===== src/rtl/tpu_pkg.sv =====
// Shared constants and FSM encoding for the TPU result read-out path.
// Latency: n/a (types and constants only).
// Backpressure: n/a.
package tpu_pkg;

  localparam int DEFAULT_ADDR_W = 10;
  localparam int SRAM_RD_LAT    = 1;
  localparam int FIFO_DEPTH     = 2;

  typedef enum logic [1:0] {
    ST_IDLE  = 2'd0,
    ST_READ  = 2'd1,
    ST_DRAIN = 2'd2,
    ST_DONE  = 2'd3
  } rd_state_t;

endpackage


===== src/rtl/result_fifo2.sv =====
// Two-entry synchronous FIFO buffering SRAM read data toward the host.
// Latency: a pushed word is visible at the head the cycle after the push.
// Backpressure: the caller guarantees no push when full and no pop when empty.
module result_fifo2
  import tpu_pkg::*;
#(
  parameter int W = 16
) (
  input  logic         clk,
  input  logic         rst_n,
  input  logic         push,
  input  logic [W-1:0] push_dat,
  input  logic         pop,
  output logic [W-1:0] head_dat,
  output logic [1:0]   count
);

  logic [W-1:0] mem [FIFO_DEPTH];
  logic         wr_ptr;
  logic         rd_ptr;

  // Storage, pointers and occupancy; push and pop together keep count and order.
  always_ff @(posedge clk or negedge rst_n) begin
    if (!rst_n) begin
      for (int i = 0; i < FIFO_DEPTH; i++) mem[i] <= '0;
      wr_ptr <= 1'b0;
      rd_ptr <= 1'b0;
      count  <= 2'd0;
    end else begin
      if (push) begin
        mem[wr_ptr] <= push_dat;
        wr_ptr      <= ~wr_ptr;
      end
      if (pop) rd_ptr <= ~rd_ptr;
      count <= count + {1'b0, push} - {1'b0, pop};
    end
  end

  assign head_dat = mem[rd_ptr];

endmodule


===== src/rtl/result_reader.sv =====
// Streams num_words consecutive SRAM words from base_addr to the host.
// Latency: start at edge E0 -> sram_rd_req in cycle 1, first dout_valid in cycle 3.
// Backpressure: dout_ready low holds dout; reads stop once buffered plus in-flight reaches 2.
module result_reader
  import tpu_pkg::*;
#(
  parameter int datawith   = 16,
  parameter int array_size = 2,
  parameter int ADDR_W     = DEFAULT_ADDR_W
) (
  input  logic                clk,
  input  logic                rst_n,
  input  logic                start,
  input  logic [ADDR_W-1:0]   base_addr,
  input  logic [ADDR_W:0]     num_words,
  output logic [ADDR_W-1:0]   sram_addr,
  output logic                sram_rd_req,
  input  logic [datawith-1:0] sram_rdata,
  output logic [datawith-1:0] dout,
  output logic                dout_valid,
  input  logic                dout_ready,
  output logic                dout_last,
  output logic                busy,
  output logic                done
);

  // A full array result must fit in the address space, and the credit scheme
  // below relies on a one-cycle SRAM read and exactly two buffer entries.
  if (array_size * array_size > (1 << ADDR_W) || SRAM_RD_LAT != 1 || FIFO_DEPTH != 2)
  begin : g_bad_cfg
    $error("result_reader: unsupported configuration");
  end

  localparam logic [ADDR_W:0] CNT_ONE = (ADDR_W + 1)'(1);

  rd_state_t         state_q;
  rd_state_t         state_d;
  logic [ADDR_W-1:0] addr_q;
  logic [ADDR_W:0]   issued_q;
  logic [ADDR_W:0]   remaining_q;
  logic [ADDR_W:0]   num_q;
  logic              inflight_q;
  logic [1:0]        fifo_count;
  logic [2:0]        occupancy;
  logic              pop;
  logic              issue;
  logic              accept;

  assign pop    = dout_valid & dout_ready;
  assign accept = (state_q == ST_IDLE) && start && (num_words != '0);

  // Words already owed to the host: buffered plus the one still in the SRAM.
  assign occupancy = {1'b0, fifo_count} + {2'b00, inflight_q} - {2'b00, pop};

  // FSM state register.
  always_ff @(posedge clk or negedge rst_n) begin
    if (!rst_n) state_q <= ST_IDLE;
    else        state_q <= state_d;
  end

  // Next state plus issue/busy/done decode.
  always_comb begin
    state_d = state_q;
    issue   = 1'b0;
    busy    = 1'b0;
    done    = 1'b0;
    case (state_q)
      ST_IDLE: begin
        if (start) state_d = (num_words == '0) ? ST_DONE : ST_READ;
      end
      ST_READ: begin
        busy = 1'b1;
        if (occupancy < 3'd2) begin
          issue = 1'b1;
          if (issued_q + CNT_ONE == num_q) state_d = ST_DRAIN;
        end
      end
      ST_DRAIN: begin
        busy = 1'b1;
        if (pop && remaining_q == CNT_ONE) state_d = ST_DONE;
      end
      ST_DONE: begin
        done    = 1'b1;
        state_d = ST_IDLE;
      end
      default: state_d = ST_IDLE;
    endcase
  end

  // Transfer bookkeeping: latch the request, advance the address, count pops.
  always_ff @(posedge clk or negedge rst_n) begin
    if (!rst_n) begin
      addr_q      <= '0;
      issued_q    <= '0;
      remaining_q <= '0;
      num_q       <= '0;
      inflight_q  <= 1'b0;
    end else begin
      inflight_q <= issue;
      if (accept) begin
        addr_q      <= base_addr;
        issued_q    <= '0;
        remaining_q <= num_words;
        num_q       <= num_words;
      end else begin
        if (issue) begin
          addr_q   <= addr_q + 1'b1;
          issued_q <= issued_q + CNT_ONE;
        end
        if (pop) remaining_q <= remaining_q - CNT_ONE;
      end
    end
  end

  // Read data arrives the cycle after the address; the credit check keeps it from overflowing.
  result_fifo2 #(
    .W (datawith)
  ) u_fifo (
    .clk      (clk),
    .rst_n    (rst_n),
    .push     (inflight_q),
    .push_dat (sram_rdata),
    .pop      (pop),
    .head_dat (dout),
    .count    (fifo_count)
  );

  assign sram_rd_req = issue;
  assign sram_addr   = issue ? addr_q : '0;
  assign dout_valid  = (fifo_count != 2'd0);
  assign dout_last   = dout_valid && (remaining_q == CNT_ONE);

endmodule


===== config.mk =====
export PLATFORM = sky130hd
export DESIGN_NAME = result_reader
export DESIGN_NICKNAME = d
export VERILOG_FILES = /design/src/rtl/tpu_pkg.sv /design/src/rtl/result_fifo2.sv /design/src/rtl/result_reader.sv
export SDC_FILE = /design/constraint.sdc
export NUM_CORES = 1
export LEC_CHECK = 0
export CORE_MARGIN = 8
export CORE_UTILIZATION = 50
export CTS_BUF_LIST = sky130_fd_sc_hd__clkbuf_2
export DETAILED_ROUTE_END_ITERATION = 10
export PLACE_DENSITY_LB_ADDON = 0.05
export SYNTH_ARGS = -nofsm -noshare
export SYNTH_HDL_FRONTEND = slang
export SYNTH_SLANG_ARGS = --single-unit

===== constraint.sdc =====
create_clock -name clk -period 7.8 [get_ports clk]
set_input_delay 0.78 -clock clk [delete_from_list [all_inputs] [get_ports clk]]
set_output_delay 0.78 -clock clk [all_outputs]
set_load 0.01 [all_outputs]

**After elaboration in Yosys (flattened, before gate mapping)**

Index checks and enable logic that the tools add are counted.

- Add/subtract/negate cells: 7
- Order comparisons: 4
- Equal/unequal tests: 9
- Muxes and demuxes: 23
- Bitwise operators: 5
- Reduce and logical (&&, ||, !) cells: 13

Operator list:

| operator | number |
|---|---|
| $mux 16 | 4 |
| $mux 11 | 4 |
| $bwmux 32 | 1 |
| $mux 10 | 3 |
| $demux 16 s1 | 1 |
| $add 11x1->11 const B | 1 |
| $eq 11x1->1 const B | 1 |
| $eq 11x11->1 | 1 |
| $logic_not 11->1 | 1 |
| $reduce_bool 11->1 | 1 |
| $sub 11x1->11 const B | 1 |
| $add 10x1->10 const B | 1 |
| $mux 2 | 5 |
| $ne 2x2->1 const B | 4 |
| $pmux 2 s4 | 1 |
| $reduce_bool 2->1 | 3 |
| $logic_and 1x1->1 | 5 |
| $eq 2x2->1 const B | 2 |
| $ge 2x2->1 const B | 2 |
| $mux 1 | 4 |
| $not 1->2 | 2 |
| $reduce_and 4->1 | 1 |
| $add 2x1->3 | 1 |
| $lt 3x2->1 const B | 1 |
| other kinds (9) | 10 |

- Register bits: 82
- Input bits: 41
- Output and inout port bits: 31
- Logic and storage cells: 72

**Logic depth before layout (Yosys ltp)**

- Depth after elaboration: 8
- Depth in mapped cells: 16
- Gate-level depth less buffers: 15

**Modules after synthesis**

From an unflattened synthesis, not the netlist that was laid out.

- Cells, all modules: 399
- Area total of the unflattened synthesis: 4316.6 µm²

By module, submodules not included:

| module | times used | cells an instance | area an instance (µm²) | sequential area each (µm²) |
|---|---|---|---|---|
| result_reader | 1 | 300 | 2702.6 | 1151.1 |
| result_fifo2 | 1 | 99 | 1614.0 | 900.9 |

**Worst setup path after synthesis**

OpenSTA, ideal clock, no wires.

- Path type: input to output
- Start: in dout_ready
- End: out sram_addr[0]
- Arrival time: 3068 ps
- Data required time: 7020 ps
- Path slack: 3952 ps
- Cell stages on the path: 13
- Buffers on the path: 2
- Cells stage by stage: nand2_1 -> inv_1 -> ha_1 -> inv_1 -> ha_1 -> fa_1 -> xnor2_1 -> nor2_1 -> nand2_1 -> inv_1 -> buf_2 -> clkbuf_1 -> and2_1

- Cells in the longest elaborated chain, start to end: 6

Ends and longest elaborated chain:

| item | line | source |
|---|---|---|
| start, declared | result_reader.sv:21 | `input logic dout_ready,` |
| $and 1x1->1 | result_reader.sv:49 | `assign pop = dout_valid & dout_ready;` |
| net pop | result_reader.sv:45 | `logic pop;` |
| $sub 3x1->3 | result_reader.sv:53 | `assign occupancy = {1'b0, fifo_count} + {2'b00, inflight_q} - {2'b00, pop};` |
| $lt 3x2->1 | result_reader.sv:73 | `if (occupancy < 3'd2) begin` |
| $mux 1 | result_reader.sv:73 |  |
| $mux 1 | result_reader.sv:67 | `case (state_q)` |
| net sram_rd_req | result_reader.sv:17 | `output logic sram_rd_req,` |
| $mux 10 | result_reader.sv:129 | `assign sram_addr = issue ? addr_q : '0;` |
| end, declared | result_reader.sv:16 | `output logic [ADDR_W-1:0] sram_addr,` |

The timed path passes the listed nets, and every way through them passes these cells.

**Worst setup path in the final report**

- Start: reg u_fifo.count[1]
- End: out sram_addr[7]

- Cells in the longest elaborated chain, start to end: 7
- Elaborated cells on any way between the ends: 8
- Those cells by class: add/sub: 2; order compare: 1; mux: 3; bitwise: 1; reduce/logical: 1

Ends and longest elaborated chain:

| item | line | source |
|---|---|---|
| start, declared | result_fifo2.sv:15 | `output logic [1:0] count` |
| start signal, assigned | result_fifo2.sv:35 | `count <= count + {1'b0, push} - {1'b0, pop};` |
| $reduce_bool 2->1 | result_reader.sv:130 | `assign dout_valid = (fifo_count != 2'd0);` |
| $and 1x1->1 | result_reader.sv:49 |  |
| net pop | result_reader.sv:45 |  |
| $sub 3x1->3 | result_reader.sv:53 |  |
| $lt 3x2->1 | result_reader.sv:73 |  |
| $mux 1 | result_reader.sv:73 |  |
| $mux 1 | result_reader.sv:67 |  |
| $mux 10 | result_reader.sv:129 |  |

The timed path passes the listed nets, and every way through them passes these cells.

==> metrics.csv <==
stage;metric;value;unit
floorplanning;floorplan.rows;33;
critical_path;end_kind;output pin;
synth;postSynthCellCount;405;
sta;timing.slew.headroom;32.17;%
placement;pre_cts_slack;2.823;ns
cells_and_area;final_nets;524;
sta;final.min_clock_period;5.057;ns
floorplanning;ioPinCount;72;
synth;number_of_enable_type_register_cells_in_the_synthesized_netlist;0;
routing;antenna_violating_nets_post_route;0;
grt;gr-usage-all-layers;16.14;%
run;maxCapViolCount;0;
floorplanning;chipWidth;108.0;um
routing;drt-total-wl;9.046;mm
synth;synth.top_cells.by_area;sky130_fd_sc_hd__dfrtp_1, sky130_fd_sc_hd__mux2_2, sky130_fd_sc_hd__xnor2_1;
synth;dominantRegCellSynth;sky130_fd_sc_hd__dfrtp_1;
cells_and_area;area.growth.synth_to_final;20.34;%
floorplanning;fp.dieArea;11670;um^2
floorplanning;design.core.area;8217;um^2
critical_path;critPathTopFamily;buffers and inverters;
critical_path;critPathLaunchType;flip-flop;
sta;fmaxAchievable;197.7;MHz
clock_tree;clock_tree.root_cell;sky130_fd_sc_hd__clkbuf_2;
cells_and_area;insertedDiodeCount;0;
critical_path;worst_r2r_endpoint;addr_q[9];
routing;routed_via_density;5.298;
synth;yosys_synthesis_warning_count;0;
sta;min_period_over_period;64.83;%
critical_path;critical_path_required;7.02;ns
placement;gpl.final_weighted_congestion;0.8615;
critical_path;cp.arrival;4.28;ns
power_and_ir_drop;pwr_density_cell;359.7;nW/um^2
grt;grt_use_met2;26.55;%
routing;drt_first_pass_iters;7;
critical_path;crit_path_cell_chain;or2_2 -> nand2_1 -> inv_1 -> ha_1 -> inv_1 -> ha_1 -> fa_1 -> xnor2_1 -> nor2_1 -> nand2_1 -> inv_1 -> and2_1 -> clkdlybuf4s50_1;
clock_tree;worstSkewPairLatency;0.50;ns
grt;top_usage_layer;met2;
sta;finalSetupViolCount;0;
synth;post_synth_num_cell_types;43;
run_status;outcome;complete, no violations;
synth;synth_top_area_cell;sky130_fd_sc_hd__dfrtp_1;
clock_tree;maximum_buffer_depth_of_the_clock_tree;2;
critical_path;cp_common_cell;sky130_fd_sc_hd__inv_1;
routing;post_route_drc;0;
critical_path;cp_slowest_cell;sky130_fd_sc_hd__inv_1;
clock_tree;clkSlewWorstSetupHoldPaths;0.22;ns
synth;synthArstFlopShare;100.0;%
critical_path;timing.critical_path.depth;13;
power_and_ir_drop;largest_vdd_supply_drop;0.1385;mV
sta;slew_viol_final;0;
grt;antenna_found_initial;0;
critical_path;timing.rr.start;u_fifo.count[1];
clock_tree;maximum_level_of_the_cts_h_tree;3;
cells_and_area;final_layout_size_suffix_gt1_share;14.50;%
synth;synth_seq_area_share;48.48;%
sta;rsz0062_at_grt;false;
grt;grt.met3_usage;3.331;%
power_and_ir_drop;total_power;1.832;mW
grt;grt_first_pass_wirelength;15.26;mm
routing;drt_first_iter_violations;171;
grt;vias_in_the_first_global_route;3212;
placement;hpwlAfterDp;6.599;mm
min_path;worstHoldPathType;in2async;
synth;ys_ff_latch;82;
sta;worst_clock_skew;0.03215;ns
critical_path;worst-path-max-fanout;22;
clock_tree;tritoncts;built;
critical_path;cp-startpoint;u_fifo.count[1];
sta;tns;0;ns
critical_path;crit_path_end;sram_addr[7];
floorplanning;start_util;51.52;%
clock_tree;ctsResizeCount;0;
clock_tree;post_cts_hold_buffer_count;0;
power_and_ir_drop;p_leak;2.177;nW
placement;port_buffers;71;
critical_path;rr_worst_depth;15;
critical_path;worst-setup-path-type;reg2out;
synth;number_of_nets_in_the_synthesized_netlist;458;
grt;grt.met1_usage;20.63;%
clock_tree;clock_sink_count;82;
sta;slew_of_the_pin_with_the_lowest_slew_margin;1.017;ns
floorplanning;die_h;108.0;um
routing;avgRoutedWirePerCell;15.57;um
synth;post-synth-top-area-fraction;48.48;%
sta;post-route-worst-setup-slack;2.743;ns
critical_path;worst_r2r_setup_slack;3.96;ns
sta;finalHoldViolCount;0;
grt;largest_net_degree_at_the_start_of_global_routing;83;
grt;globalRoute.totalOverflow;0;
routing;vias;3078;
clock_tree;cts_setup_buffers;0;
clock_tree;cts_made_buffers;9;
synth;synthesis.area_per_instance;10.45;um^2
critical_path;critical_path.max_stage_delay;0.57;ns
critical_path;worst-path-buf-inv;4;
synth;synth.cell_area;4233;um^2
==> power by group <==
group	internal (mW)	switching (mW)
registers	0.614	0.155
clock network	0.0409	0.141
logic	0.492	0.389
==> cells in the mapped netlist, types with 2 or more instances <==
cell type                  count
sky130_fd_sc_hd__a21oi_1       5
sky130_fd_sc_hd__a31oi_1       2
sky130_fd_sc_hd__and2_1        8
sky130_fd_sc_hd__and3_1        3
sky130_fd_sc_hd__and4_1        2
sky130_fd_sc_hd__buf_2         3
sky130_fd_sc_hd__clkbuf_1     12
sky130_fd_sc_hd__dfrtp_1      82
sky130_fd_sc_hd__ha_1         11
sky130_fd_sc_hd__inv_1        16
sky130_fd_sc_hd__mux2_2       48
sky130_fd_sc_hd__mux2i_1       3
sky130_fd_sc_hd__nand2_1      54
sky130_fd_sc_hd__nand2b_1      3
sky130_fd_sc_hd__nand3_1      10
sky130_fd_sc_hd__nand4_1       5
sky130_fd_sc_hd__nor2_1       28
sky130_fd_sc_hd__nor2b_1       4
sky130_fd_sc_hd__nor3_1        9
sky130_fd_sc_hd__nor4_1        4
sky130_fd_sc_hd__o21ai_0      24
sky130_fd_sc_hd__o31ai_1       2
sky130_fd_sc_hd__or2_2         2
sky130_fd_sc_hd__or3_1         2
sky130_fd_sc_hd__or4_1         2
sky130_fd_sc_hd__xnor2_1      29
sky130_fd_sc_hd__xor2_1       16
==> layer usage <==
layer  wire length, um  up-vias
met1              4045     1479
met5                 0        -
li1                  -     1505
met3               583        8
met4                93        0
met2              4323       86
==> flip-flops by register name, summed over array words and instances (netlist names) <==
signal / count
u_fifo.mem: 32
issued_q: 11
num_q: 11
remaining_q: 11
addr_q: 10
state_q: 2
u_fifo.count: 2
inflight_q: 1
u_fifo.rd_ptr: 1
u_fifo.wr_ptr: 1
==> worst register-to-register path, cell delays in order, from the launching register on <==
cell	delay, ns
sky130_fd_sc_hd__dfrtp_1	0.44
sky130_fd_sc_hd__or2_2	0.32
sky130_fd_sc_hd__nand2_1	0.15
sky130_fd_sc_hd__inv_1	0.13
sky130_fd_sc_hd__ha_1	0.29
sky130_fd_sc_hd__inv_1	0.04
sky130_fd_sc_hd__ha_1	0.19
sky130_fd_sc_hd__fa_1	0.39
sky130_fd_sc_hd__xnor2_1	0.16
sky130_fd_sc_hd__nor2_1	0.09
sky130_fd_sc_hd__nand2_1	0.24
sky130_fd_sc_hd__inv_1	0.58
sky130_fd_sc_hd__nand4_1	0.20
sky130_fd_sc_hd__nor3_1	0.28
sky130_fd_sc_hd__xnor2_1	0.15
sky130_fd_sc_hd__o21ai_0	0.09
==> layout by cell type (no fill, tap or decap), drive strengths merged <==
master,n
dfrtp,82
nand2,54
o21ai,24
inv,17
a21oi,5
clkinvlp,1
or3,2
a41oi,1
ha,11
nand3,11
nor4,6
o311ai,1
a21o,1
nand4,5
xor2,16
and2,8
a31oi,2
nor2,28
clkbuf,10
o211ai,1
and3,3
fa,1
nand2b,3
buf,3
mux2i,3
or2,2
or4,2
clkdlybuf4s50,70
nand4b,1
mux2,49
o31ai,2
and4,2
a211oi,1
nor3,9
o2111ai,1
xnor2,29
nor2b,4
clkinv,4
nor3b,1
==> worst min path at each step <==
| stage | startpoint | end | slack [ns] | cells after the start |
|---|---|---|---|---|
| after floorplan | u_fifo.wr_ptr | u_fifo.wr_ptr | 0.46 | 1 |
| after global placement | u_fifo.wr_ptr | u_fifo.wr_ptr | 0.48 | 1 |
| after detailed placement | u_fifo.wr_ptr | u_fifo.wr_ptr | 0.48 | 1 |
| after CTS | rst_n | u_fifo.mem[5] | 0.42 | 1 |
| after global routing | rst_n | u_fifo.mem[3] | 0.45 | 1 |
| final | rst_n | u_fifo.mem[3] | 0.38 | 1 |
==> logic make-up (layout without fill, tap and decap cells) <==
kind of cell             after synthesis  count (layout)  synth area share, %
flip-flops                            82              82                48.48
adder cells (fa/ha/maj)               12              12                3.724
AND/OR/NAND/NOR                      141             141                16.29
buffers and inverters                 34             105                3.222
XOR/XNOR                              45              45                9.311
AO/OA/AOI/OAI                         39              39                5.232
multiplexers                          52              52                13.75
==> area by class of cell <==
class                      instances  area (um^2)
timing repair buffer              73        723.2
fill                             725         3123
clock buffer                      10        50.05
multi-input combinational        289         2044
inverter                          16        60.06
sequential                        82         2052
clock inverter                     6        32.53
tap                              105        131.4
==> per-stage QoR <==
step	util (%)	cell area (um^2)	hold slack, ns	instances
global placement	60.99	5011	0.4762	565
detailed placement	60.99	5011	0.4844	565
finish	61.99	5094	0.3841	581
floorplan	-	4233	0.4633	405
CTS	61.99	5094	0.4218	581
global route	61.99	5094	0.4499	581
No activity file was read; power rests on OpenSTA's default activity.
